==> src/rtl/control_sequencer_module_pkg.sv <==
// Shared encodings for the ASAP-1 micro-sequencer: opcodes, T-states and control-word layout.
package control_sequencer_module_pkg;

  localparam logic TRUE  = 1'b1;
  localparam logic FALSE = 1'b0;

  localparam logic [3:0] OP_NOP = 4'b0000;
  localparam logic [3:0] OP_LDA = 4'b0001;
  localparam logic [3:0] OP_ADD = 4'b0010;
  localparam logic [3:0] OP_SUB = 4'b0011;
  localparam logic [3:0] OP_STA = 4'b0100;
  localparam logic [3:0] OP_LDI = 4'b0101;
  localparam logic [3:0] OP_JMP = 4'b0110;
  localparam logic [3:0] OP_JC  = 4'b0111;
  localparam logic [3:0] OP_JZ  = 4'b1000;
  localparam logic [3:0] OP_OUT = 4'b1110;
  localparam logic [3:0] OP_HLT = 4'b1111;

  localparam logic [2:0] T0     = 3'd0;
  localparam logic [2:0] T1     = 3'd1;
  localparam logic [2:0] T2     = 3'd2;
  localparam logic [2:0] T3     = 3'd3;
  localparam logic [2:0] T4     = 3'd4;
  localparam logic [2:0] HALTED = 3'd5;

  localparam int CW_PC_OE    = 0;
  localparam int CW_PC_IE    = 1;
  localparam int CW_PC_STEP  = 2;
  localparam int CW_MAR_IE   = 3;
  localparam int CW_RAM_OE   = 4;
  localparam int CW_RAM_IE   = 5;
  localparam int CW_IR_IE    = 6;
  localparam int CW_IR_OE    = 7;
  localparam int CW_A_IE     = 8;
  localparam int CW_A_OE     = 9;
  localparam int CW_B_IE     = 10;
  localparam int CW_ALU_OE   = 11;
  localparam int CW_ALU_SUB  = 12;
  localparam int CW_FLAGS_IE = 13;
  localparam int CW_OUT_IE   = 14;
  localparam int CW_W        = 15;

  typedef logic [CW_W-1:0] ctrl_word_t;

  function automatic ctrl_word_t cw_bit(input int idx);
    return ctrl_word_t'(1) << idx;
  endfunction

endpackage

==> src/rtl/control_sequencer_module_if.sv <==
// Sequencer-side bundle: status in (run, opcode, flags) and every register/ALU control out.
interface control_sequencer_module_if #(
  parameter int OPCODE_W = 4,
  parameter int STATE_W  = 3
);
  logic                run;
  logic [OPCODE_W-1:0] opcode;
  logic                carry;
  logic                zero;
  logic                pc_oe, pc_ie, pc_step;
  logic                mar_ie;
  logic                ram_oe, ram_ie;
  logic                ir_ie, ir_oe;
  logic                a_ie, a_oe, b_ie;
  logic                alu_oe, alu_sub, flags_ie;
  logic                out_ie;
  logic [STATE_W-1:0]  t_state;
  logic                halted;

  modport master (
    input  run, opcode, carry, zero,
    output pc_oe, pc_ie, pc_step, mar_ie, ram_oe, ram_ie, ir_ie, ir_oe,
           a_ie, a_oe, b_ie, alu_oe, alu_sub, flags_ie, out_ie, t_state, halted
  );

  modport slave (
    output run, opcode, carry, zero,
    input  pc_oe, pc_ie, pc_step, mar_ie, ram_oe, ram_ie, ir_ie, ir_oe,
           a_ie, a_oe, b_ie, alu_oe, alu_sub, flags_ie, out_ie, t_state, halted
  );
endinterface

==> src/rtl/control_sequencer_module_microcode_decode.sv <==
// Combinational microcode ROM: (T-state, opcode, flags) -> control word and last-step flag.
// Conditional jumps JC/JZ exist only when CONTROL_SEQUENCER_COND_JUMP_EN is defined.
module microcode_decode_module
  import control_sequencer_module_pkg::*;
#(
  parameter int OPCODE_W = 4
) (
  input  logic [2:0]          t_state,
  input  logic [OPCODE_W-1:0] opcode,
  input  logic                carry,
  input  logic                zero,
  output ctrl_word_t          cw,
  output logic                last_step
);

`ifndef CONTROL_SEQUENCER_COND_JUMP_EN
  logic unused_flags;
  assign unused_flags = carry ^ zero;
`endif

  always_comb begin
    cw        = '0;
    last_step = FALSE;
    case (t_state)
      T0: cw = cw_bit(CW_PC_OE) | cw_bit(CW_MAR_IE);
      T1: cw = cw_bit(CW_RAM_OE) | cw_bit(CW_IR_IE) | cw_bit(CW_PC_STEP);
      T2: begin
        // Memory-operand instructions continue past T2; everything else ends here.
        last_step = TRUE;
        case (opcode)
          OP_LDA, OP_ADD, OP_SUB, OP_STA: begin
            cw        = cw_bit(CW_IR_OE) | cw_bit(CW_MAR_IE);
            last_step = FALSE;
          end
          OP_LDI: cw = cw_bit(CW_IR_OE) | cw_bit(CW_A_IE);
          OP_JMP: cw = cw_bit(CW_IR_OE) | cw_bit(CW_PC_IE);
`ifdef CONTROL_SEQUENCER_COND_JUMP_EN
          OP_JC: if (carry) cw = cw_bit(CW_IR_OE) | cw_bit(CW_PC_IE);
          OP_JZ: if (zero)  cw = cw_bit(CW_IR_OE) | cw_bit(CW_PC_IE);
`endif
          OP_OUT: cw = cw_bit(CW_A_OE) | cw_bit(CW_OUT_IE);
          default: cw = '0;
        endcase
      end
      T3: begin
        last_step = TRUE;
        case (opcode)
          OP_LDA: cw = cw_bit(CW_RAM_OE) | cw_bit(CW_A_IE);
          OP_ADD: begin
            cw        = cw_bit(CW_RAM_OE) | cw_bit(CW_B_IE);
            last_step = FALSE;
          end
          OP_SUB: begin
            cw        = cw_bit(CW_RAM_OE) | cw_bit(CW_B_IE) | cw_bit(CW_ALU_SUB);
            last_step = FALSE;
          end
          OP_STA: cw = cw_bit(CW_A_OE) | cw_bit(CW_RAM_IE);
          default: cw = '0;
        endcase
      end
      T4: begin
        last_step = TRUE;
        case (opcode)
          OP_ADD: cw = cw_bit(CW_ALU_OE) | cw_bit(CW_A_IE) | cw_bit(CW_FLAGS_IE);
          OP_SUB: cw = cw_bit(CW_ALU_OE) | cw_bit(CW_A_IE) | cw_bit(CW_FLAGS_IE)
                     | cw_bit(CW_ALU_SUB);
          default: cw = '0;
        endcase
      end
      default: last_step = TRUE;
    endcase
  end

endmodule

==> src/rtl/control_sequencer_module.sv <==
// ASAP-1 micro-sequencer top: T-state register, halt latch, run gating and control breakout.
// Optional JC/JZ support via CONTROL_SEQUENCER_COND_JUMP_EN (passed through to the decoder).
module control_sequencer_module
  import control_sequencer_module_pkg::*;
#(
  parameter int OPCODE_W = 4,
  parameter int STATE_W  = 3
) (
  input  logic                         clk,
  input  logic                         rst,
  control_sequencer_module_if.master   bus
);

  logic [2:0]          state;
  logic [2:0]          state_nxt;
  logic [OPCODE_W-1:0] opcode;
  ctrl_word_t          cw_raw;
  ctrl_word_t          cw;
  logic                last_step;
  logic                active;

  assign opcode = bus.opcode;

  microcode_decode_module #(
    .OPCODE_W (OPCODE_W)
  ) u_decode (
    .t_state   (state),
    .opcode    (opcode),
    .carry     (bus.carry),
    .zero      (bus.zero),
    .cw        (cw_raw),
    .last_step (last_step)
  );

  always_ff @(posedge clk or negedge rst) begin
    if (!rst) state <= T0;
    else      state <= state_nxt;
  end

  // HALTED is absorbing and ignores run; only reset leaves it.
  always_comb begin
    state_nxt = state;
    if (state != HALTED && bus.run) begin
      if (state == T2 && opcode == OP_HLT) state_nxt = HALTED;
      else if (last_step)                  state_nxt = T0;
      else                                 state_nxt = state + 3'd1;
    end
  end

  // Gating on rst keeps every control low while reset is asserted, even though T0 decodes non-zero.
  assign active = rst && bus.run && (state != HALTED);

  always_comb begin
    cw = '0;
    if (active) cw = cw_raw;
  end

  assign bus.pc_oe    = cw[CW_PC_OE];
  assign bus.pc_ie    = cw[CW_PC_IE];
  assign bus.pc_step  = cw[CW_PC_STEP];
  assign bus.mar_ie   = cw[CW_MAR_IE];
  assign bus.ram_oe   = cw[CW_RAM_OE];
  assign bus.ram_ie   = cw[CW_RAM_IE];
  assign bus.ir_ie    = cw[CW_IR_IE];
  assign bus.ir_oe    = cw[CW_IR_OE];
  assign bus.a_ie     = cw[CW_A_IE];
  assign bus.a_oe     = cw[CW_A_OE];
  assign bus.b_ie     = cw[CW_B_IE];
  assign bus.alu_oe   = cw[CW_ALU_OE];
  assign bus.alu_sub  = cw[CW_ALU_SUB];
  assign bus.flags_ie = cw[CW_FLAGS_IE];
  assign bus.out_ie   = cw[CW_OUT_IE];
  assign bus.t_state  = STATE_W'(state);
  assign bus.halted   = (state == HALTED);

endmodule

==> src/flat_wrapper.sv <==
// flat-port wrapper written by rule: the top's interface ports become plain ports
module control_sequencer_module_flat import control_sequencer_module_pkg::*;
#(
  parameter int OPCODE_W = 4,
  parameter int STATE_W  = 3
)
  (clk, rst, bus_run, bus_opcode, bus_carry, bus_zero, bus_pc_oe, bus_pc_ie, bus_pc_step, bus_mar_ie, bus_ram_oe, bus_ram_ie, bus_ir_ie, bus_ir_oe, bus_a_ie, bus_a_oe, bus_b_ie, bus_alu_oe, bus_alu_sub, bus_flags_ie, bus_out_ie, bus_t_state, bus_halted);
  control_sequencer_module_if #(.OPCODE_W(OPCODE_W), .STATE_W(STATE_W)) bus_i ();
  input  logic clk;
  input  logic rst;
  input wire logic [$bits(bus_i.run)-1:0] bus_run;
  input wire logic [$bits(bus_i.opcode)-1:0] bus_opcode;
  input wire logic [$bits(bus_i.carry)-1:0] bus_carry;
  input wire logic [$bits(bus_i.zero)-1:0] bus_zero;
  output wire logic [$bits(bus_i.pc_oe)-1:0] bus_pc_oe;
  output wire logic [$bits(bus_i.pc_ie)-1:0] bus_pc_ie;
  output wire logic [$bits(bus_i.pc_step)-1:0] bus_pc_step;
  output wire logic [$bits(bus_i.mar_ie)-1:0] bus_mar_ie;
  output wire logic [$bits(bus_i.ram_oe)-1:0] bus_ram_oe;
  output wire logic [$bits(bus_i.ram_ie)-1:0] bus_ram_ie;
  output wire logic [$bits(bus_i.ir_ie)-1:0] bus_ir_ie;
  output wire logic [$bits(bus_i.ir_oe)-1:0] bus_ir_oe;
  output wire logic [$bits(bus_i.a_ie)-1:0] bus_a_ie;
  output wire logic [$bits(bus_i.a_oe)-1:0] bus_a_oe;
  output wire logic [$bits(bus_i.b_ie)-1:0] bus_b_ie;
  output wire logic [$bits(bus_i.alu_oe)-1:0] bus_alu_oe;
  output wire logic [$bits(bus_i.alu_sub)-1:0] bus_alu_sub;
  output wire logic [$bits(bus_i.flags_ie)-1:0] bus_flags_ie;
  output wire logic [$bits(bus_i.out_ie)-1:0] bus_out_ie;
  output wire logic [$bits(bus_i.t_state)-1:0] bus_t_state;
  output wire logic [$bits(bus_i.halted)-1:0] bus_halted;
  assign bus_i.run = bus_run;
  assign bus_i.opcode = bus_opcode;
  assign bus_i.carry = bus_carry;
  assign bus_i.zero = bus_zero;
  assign bus_pc_oe = bus_i.pc_oe;
  assign bus_pc_ie = bus_i.pc_ie;
  assign bus_pc_step = bus_i.pc_step;
  assign bus_mar_ie = bus_i.mar_ie;
  assign bus_ram_oe = bus_i.ram_oe;
  assign bus_ram_ie = bus_i.ram_ie;
  assign bus_ir_ie = bus_i.ir_ie;
  assign bus_ir_oe = bus_i.ir_oe;
  assign bus_a_ie = bus_i.a_ie;
  assign bus_a_oe = bus_i.a_oe;
  assign bus_b_ie = bus_i.b_ie;
  assign bus_alu_oe = bus_i.alu_oe;
  assign bus_alu_sub = bus_i.alu_sub;
  assign bus_flags_ie = bus_i.flags_ie;
  assign bus_out_ie = bus_i.out_ie;
  assign bus_t_state = bus_i.t_state;
  assign bus_halted = bus_i.halted;
  control_sequencer_module #(.OPCODE_W(OPCODE_W), .STATE_W(STATE_W)) u_core (.clk(clk), .rst(rst), .bus(bus_i));
endmodule
==> config.mk <==
export PLATFORM = sky130hd
export DESIGN_NAME = control_sequencer_module_flat
export DESIGN_NICKNAME = d
export VERILOG_FILES = /design/src/rtl/control_sequencer_module_pkg.sv /design/src/rtl/control_sequencer_module_if.sv /design/src/rtl/control_sequencer_module_microcode_decode.sv /design/src/rtl/control_sequencer_module.sv /design/src/flat_wrapper.sv
export SDC_FILE = /design/constraint.sdc
export NUM_CORES = 1
export LEC_CHECK = 0
export CAP_MARGIN = 20
export CORE_MARGIN = 4
export CORE_UTILIZATION = 33
export CTS_CLUSTER_SIZE = 28
export DETAILED_ROUTE_END_ITERATION = 10
export PLACE_DENSITY = 0.78
export SETUP_SLACK_MARGIN = 0.5
export SLEW_MARGIN = 30
export SYNTH_ARGS = -nofsm -noshare
export SYNTH_HDL_FRONTEND = slang
export SYNTH_SLANG_ARGS = --single-unit
==> constraint.sdc <==
create_clock -name clk -period 1.85 [get_ports clk]
set_clock_uncertainty 0.05 [all_clocks]
set_input_delay 0.37 -clock clk [delete_from_list [all_inputs] [get_ports clk]]
set_output_delay 0.37 -clock clk [all_outputs]
set_load 0.1 [all_outputs]
==> results of run 1 <==
## kinds of logic after synthesis
family / after synthesis / share of synthesized area (%)
flip-flops: 3 / 14.81
AND/OR/NAND/NOR: 36 / 39.26
buffers and inverters: 11 / 12.34
adder cells (fa/ha/maj): 5 / 12.35
AO/OA/AOI/OAI: 15 / 21.24
## synth_stat cells (2+ instances only)
cell,n,area share [%]
a21oi_1,6,5.9
buf_2,2,2.0
buf_4,3,4.4
dfrtp_1,3,15
ha_1,5,12
inv_1,4,3.0
nand2_1,5,3.7
nand4_1,3,3.7
nor2_1,9,6.7
nor3_1,4,4.0
nor4_1,3,3.7
o21a_1,2,3.0
o31a_1,2,3.5
or3_1,2,2.5
## stage by stage
| stage | cell area (um^2) | setup TNS [ns] |
|---|---|---|
| floorplan | 711.9 | -14.12 |
| global placement | 1287 | -5.712 |
| detailed placement | 1287 | -6.802 |
==> reports/results.ini, run 1 <==
[outcome]
status=aborted with a tool error
haltStage=4_1_cts
error=[ERROR DPL-0038] Utilization greater than 100%, impossible to legalize

[cts]
htreeDepth=1
post_cts_buffers=7
clock_path_buffers=2
hold_buffers=0
clock-sinks=3
cts-resized-gates=47
root_buffer=clkbuf_4
cts_buffers=3

[logic_synthesis]
synth_area_um2=506.7
ys.flop_type=dfrtp_1
seq_area_frac_synth_pct=14.81
synth-seq-cells=3
netlist_instances=70
synth_nets=84
syn_avg_cell_area_um2=7.239
synth_warnings=0
synth_edf_count=0
ys_types=31
synthArstFlopShare_pct=100.0

[placed_design]
io_buffers=25
dp.cells=129
place_congestion=0.7723
dpl_worst_slack_ns=-0.4674
hpwl_mm=2.129

[floorplan]
top_level_ports=28
die_y_um=47.19
fp.dieW_um=47.19
rows=13
start_util_pct=37.09

==> run 2, diff against run 1 <==
- CORE_AREA: not set -> 4 4 65 67
- CORE_MARGIN: 4 -> not set
- CORE_UTILIZATION: 33 -> not set
- CTS_CLUSTER_SIZE: 28 -> not set
- DIE_AREA: not set -> 0 0 69 71
- PLACE_DENSITY: 0.78 -> not set
- PLACE_DENSITY_LB_ADDON: not set -> 0.15
- SETUP_SLACK_MARGIN: 0.5 -> not set
- clock period: 1.85 -> 2.4 ns (I/O delays scaled with it)
==> run 2 against run 1 <==
- the flow now finishes without violations
- synthesized cell count unchanged
- synthesized area unchanged
==> reports/results.ini, run 2 <==
[layout]
nets=135
drive_gt1_share_pct=70.00
instances_no_fill=168
largest_reg_flops=3
multi_input_area_um2=633.1
layout_commonest_cell=buf_4
fillerInstances=383
layout_common_cells=24 x buf_4, 16 x buf_12, 5 x ha_4, 5 x dlygate4sd2_1, 5 x buf_6
seqCellArea_um2=86.33
syn_to_final_growth_pct=191.6
diodes=0

[sta]
min_period_over_period_pct=98.46
rsz0062_at_grt=yes
setup_violations=0
fin_crit_ns=2.363
slew_headroom_pct=81.08
setup_ws_ns=0.03701
clock.fmax_ghz=0.4232
hold_viol=0
tightest_slew_ns=0.2816
tns_ns=0
drv_slew=0

[drt]
drt_pre_antenna_iters=4
wl_per_cell_um=12.93
drc=0
drtIter0Drc=17
num_vias=716
routed_via_density=4.262
detail-route-antenna-nets=0
routed_wl_mm=2.173

[floorplan]
dieArea_um2=4899
top_level_ports=28  ; unchanged
start_util_pct=13.95  ; -23 points
rows=22  ; +9
die_y_um=71  ; +50%
fp.dieW_um=69  ; +46%
core-area_um2=3633

[worst_setup_path]
timing.rr.start=u_core.bus.t_state[0]
cp.required_ns=1.87
path_max_fanout=4
critPathLaunch=u_core.bus.t_state[1]
critical_path.startpoint_type=flip-flop
cp-end-kind=output port
setup.worst_path.class=flip-flop to output port
cp.arrival_ns=1.83

[logic_synthesis]
synth_area_um2=506.7  ; unchanged
muxShareOfSynthArea_pct=0  ; unchanged
ys_types=31  ; unchanged
synth_top_area_share_pct=14.81  ; unchanged
synth_edf_count=0  ; unchanged
synth_common_cells=9 x nor2_1, 6 x a21oi_1, 5 x ha_1, 5 x nand2_1
synth_compound_area_share_pct=21.23  ; unchanged
synth_top_family_by_area=simple AND/OR/NAND/NOR gates
synth-xor-area-share_pct=0  ; unchanged
ys.flop_type=dfrtp_1
synth_area_leaders=dfrtp_1 15%, ha_1 12%, nor2_1 6.7%, a21oi_1 5.9%, buf_4 4.4%
seq_area_frac_synth_pct=14.81  ; unchanged
synth_fa_ha_area_share_pct=12.35  ; unchanged
post-synth-top-area-cell=dfrtp_1
synthArstFlopShare_pct=100.0  ; unchanged
synth-seq-cells=3  ; unchanged
syn_avg_cell_area_um2=7.239  ; unchanged
netlist_instances=70  ; unchanged
yosysMostFrequentCell=nor2_1
synth_warnings=0  ; unchanged
yosys.area_share.simple_pct=39.26  ; unchanged
synth_nets=84  ; unchanged

[cts]
clock-sinks=3  ; unchanged
clock_path_buffers=2  ; unchanged
clk_pin_slew_ns=0.03
insertion_delay_ns=0.21
htreeDepth=1  ; unchanged
hold_buffers=0  ; unchanged
root_buffer=clkbuf_8
cts_buffers=3  ; unchanged
cts_tree=yes

[run]
maxCapViolations=0

[placed_design]
place_congestion=0.7529  ; -2.5%
dp.cells=155  ; +20%
io_buffers=25  ; unchanged
hpwl_mm=1.668  ; -22%
dpl_worst_slack_ns=-0.1045  ; +0.3629 ns

[outcome]
status=finished, final reports clean

[power_and_ir_drop]
leakage_nw=0.5639
power.ir.vdd_worst_mv=0.3996
powerDensity_nw_per_um2=908.8

[global_route]
grt_first_pass_wirelength_mm=3.781
grt_usage_pct=9.249
grt_max_degree=11
antenna_found_initial=0
grt.overflow.total=0
grt_pass1_vias=777

[hold_path]
hold_path_class=input port to async pin

## run 2: cell counts after synthesis
Identical to the previous run, type by type.
## run 2: layout make-up
cell class	instances	area share, %
flip-flops and latches	3	5.842
well taps	48	4.064
clock buffers	4	3.048
multi-input cells	56	42.84
repair buffers	53	42.84
inverters	4	1.355
## run 2: cell families (layout without fill, tap and decap cells)
family | count (synthesis) | after routing
simple gates | 36 | 36
compound gates | 15 | 15
buf+inv | 11 | 61
fa+ha+maj | 5 | 5
flops | 3 | 3
## run 2: per-layer routing
layer	track usage [%]	vias up	share of wire, %
met1	10.53	347	40
li1	-	356	-
met4	1.952	0	0
met5	0	-	0
met2	17.48	13	57
met3	2.131	0	2.6
## run 2: per-stage QoR
step	total power, mW	util [%]	hold WS, ns	instance area (um^2)
2_1_floorplan	0.7718	-	0.1344	709.4
3_3_place_gp	1.033	34.02	0.6012	1236
3_5_place_dp	1.036	34.02	0.5974	1236
4_1_cts	1.326	39.84	0.3656	1448
5_1_grt	1.415	40.67	0.3858	1478
6_report	1.343	40.67	0.3721	1478
## run 2: final timing paths
check | to | slack [ns] | cells past startpoint
max in group asynchronous | u_core.bus.t_state[0] | 1.80 | 2
max reg2reg | u_core.bus.t_state[2] | 0.58 | 5
min reg2reg | u_core.bus.t_state[1] | 0.62 | 2
max | bus_mar_ie | 0.04 | 8
min in group clk | u_core.bus.t_state[1] | 0.62 | 2
min | u_core.bus.t_state[2] | 0.37 | 2
## run 2: worst max-delay path: stages (launching register included)
cell and delay (ns):
dfrtp_4 0.51, inv_4 0.10, ha_4 0.16, nor3_2 0.05
nand2b_1 0.10, o2111ai_4 0.16, buf_6 0.17, nor3_4 0.16
buf_12 0.20
## run 2: repair_timing
item | in CTS | in global routing
cloned | 1 | 0
setup endpoints to repair | 13 | 11
gates resized for setup | 30 | 4
pin swaps | 10 | 6
setup buffers | 6 | 2
## run 2: report_power, final
part	leakage (nW)	total (mW)	internal [mW]	switching, mW
sequential	0.0334	0.129	0.0874	0.0421
combinational	0.508	1.07	0.404	0.665
clock	0.0228	0.145	0.113	0.0314
Note: power is estimated with default switching activity, not from simulation.
==> run 3, diff against run 2 <==
- CORE_AREA: 4 4 65 67 -> 2 2 63 65
- DIE_AREA: 0 0 69 71 -> 0 0 65 67
==> run 3 against run 2 <==
- the run now ends with negative setup slack left
- core utilization shrank 1.0 points
- non-clock buffer count shrank 4
- clock power is essentially flat
- count of clock-buffer cells in the layout is the same
- final cell count shrank 2.4%
- sequential power shrank 5%
- wire length shrank 6.2%
- sequential cell count is the same
- first-iteration DRC count shrank 47%
- power shrank 0.95%
- setup slack lost 0.073 ns
- critical endpoint unchanged
- largest power group unchanged
==> reports/results.ini, run 3 (synthesis gave the netlist of run 2 again) <==
[global_route]
antenna_found_initial=0  ; unchanged
grt_max_degree=11  ; unchanged
grt.overflow.total=0  ; unchanged
grt_usage_pct=10.60  ; +1.4 points
grt_pass1_vias=736  ; -5.3%
grt_first_pass_wirelength_mm=3.560  ; -5.8%

[worst_setup_path]
path_max_fanout=5  ; +1
cp-end-kind=output port
cp.required_ns=1.87  ; about the same
setup.worst_path.class=flip-flop to output port
critical_path.startpoint_type=flip-flop
cp.arrival_ns=1.91  ; +0.08 ns
r2r_end=u_core.bus.t_state[0]
reg2regPathDepth=7  ; +2
r2r_slack_ns=0.43  ; -0.15 ns
timing.rr.start=u_core.bus.t_state[1]

[floorplan]
top_level_ports=28  ; unchanged
core-area_um2=3606  ; -0.76%
start_util_pct=14.05  ; +0.11 points
fp.dieW_um=65  ; -5.8%
dieArea_um2=4355  ; -11%
rows=22  ; unchanged
die_y_um=67  ; -5.6%

[placed_design]
hpwl_mm=1.599  ; -4.1%
io_buffers=25  ; unchanged
dpl_worst_slack_ns=-0.1551  ; -0.05059 ns
place_congestion=0.7559  ; +0.40%

[sta]
timing.hold.ws_ns=0.2691  ; -0.1030 ns
tightest_slew_ns=0.2676  ; -0.01399 ns
clock.fmax_ghz=0.4104  ; -3.0%
drv_slew=0  ; unchanged
rsz0062_at_grt=yes
setup_violations=3  ; +3
tns_ns=-0.09644  ; -0.09644 ns
setup_ws_ns=-0.03648  ; -0.07349 ns
slew_headroom_pct=82.02  ; +0.94 points
min_period_over_period_pct=101.5  ; +3.1 points
hold_viol=0  ; unchanged
fin_crit_ns=2.436  ; +0.07349 ns

[power_and_ir_drop]
leakage_nw=0.5379  ; -4.6%
p_switching_uw=732.6  ; -0.82%
swShare_pct=55.08  ; +0.069 points
powerDensity_nw_per_um2=930.9  ; +2.4%
power_frac_seq_pct=9.1  ; -0.5 points
power.ir.vdd_worst_mv=0.5096  ; +28%
p_comb_share_pct=79.9  ; +0.3 points
power_mw=1.330  ; -0.95%
clockPowerShare_pct=11.0  ; +0.2 points
cellInternalPower_uw=597.5  ; -1.1%

[layout]
syn_to_final_growth_pct=182.0
post-route-util_pct=39.63  ; -1.0 points
layout_common_cells=22 x buf_4, 16 x buf_12, 6 x dlygate4sd2_1
layout_commonest_cell=buf_4
nets=131  ; -3.0%
largest_reg_flops=3  ; unchanged
diodes=0  ; unchanged
drive_gt1_share_pct=68.10  ; -1.9 points

[drt]
detail-route-antenna-nets=0  ; unchanged
routed_wl_mm=2.039  ; -6.2%
num_vias=690  ; -3.6%
drc=0  ; unchanged
wl_per_cell_um=12.43  ; -3.9%
routed_via_density=4.207  ; -1.3%
drt_pre_antenna_iters=4  ; unchanged
drtIter0Drc=9  ; -8

[outcome]
violations=negative setup slack
status=finished, violations left

[cts]
cts_buffers=3  ; unchanged
clk_pin_slew_ns=0.03  ; about the same
cts_tree=yes
insertion_delay_ns=0.21  ; about the same
hold_buffers=0  ; unchanged
htreeDepth=1  ; unchanged
clock_path_buffers=2  ; unchanged
root_buffer=clkbuf_8
clock-sinks=3  ; unchanged

[run]
maxCapViolations=0  ; unchanged

[hold_path]
hold_path_class=input port to async pin

[run 3: cell types whose count changed in the layout (fill, tap and decap cells not counted), sizes merged]
cell and change:
dlymetal6s2s -1, buf -4, dlygate4sd2 +1
[run 3: worst max path at each step]
stage | startpoint | end | cells past startpoint
after floorplan | u_core.bus.t_state[0] | bus_a_oe | 5
after global placement | bus_run | bus_mar_ie | 6
after detailed placement | bus_run | bus_mar_ie | 6
after CTS | u_core.bus.t_state[0] | bus_pc_ie | 6
after global routing | u_core.bus.t_state[0] | bus_mar_ie | 7
final | u_core.bus.t_state[0] | bus_mar_ie | 7
[run 3: repair_timing]
| item | 4_1_cts | 5_1_grt |
|---|---|---|
| setup endpoints to repair | 13 | 15 |
| pin swaps | 10 | 7 |
| setup buffers | 5 | 1 |
| gates resized for setup | 27 | 3 |
[run 3: per-stage QoR]
stage	cell area (um^2)	instances
2_1_floorplan	709.4	70
3_3_place_gp	1229	154
3_5_place_dp	1229	154
4_1_cts	1413	163
5_1_grt	1429	164
6_report	1429	164
[run 3: cell type report]
cell class | instances | area [um^2]
Sequential cell | 3 | 86.33
Timing Repair Buffer | 49 | 594.3
Fill cell | 349 | 2177
Inverter | 4 | 20.02
Tap cell | 48 | 60.06
Clock buffer | 4 | 45.04
Multi-Input combinational cell | 56 | 623.1
[run 3: worst max-delay path, cell delays in order, from the launching register on]
cell	delay, ns
dfrtp_4	0.50
buf_6	0.13
ha_4	0.16
a21boi_4	0.16
o2111ai_4	0.15
buf_6	0.18
nor3_4	0.20
buf_12	0.20
[run 3: per-layer routing]
metal	up-vias	GRT usage (%)	wire (um)
met5	-	0	0
met4	0	4.787	27
met3	2	1.689	58
met2	11	19.46	1150
met1	332	11.96	802
li1	345	-	-
[run 3: power groups by stage]
stage / clock (mW) / combinational, mW / sequential [mW]
6_report: 0.146 / 1.06 / 0.122
5_1_grt: 0.156 / 1.12 / 0.128
4_1_cts: 0.151 / 1.04 / 0.119
3_5_place_dp: 0 / 0.909 / 0.119
3_3_place_gp: 0 / 0.905 / 0.118
2_1_floorplan: 0 / 0.497 / 0.275
==> run 4, diff against run 3 <==
- CTS_CLUSTER_DIAMETER: not set -> 80
==> results of run 4 <==
The final DEF is identical to that of run 3; final timing and power are the same.
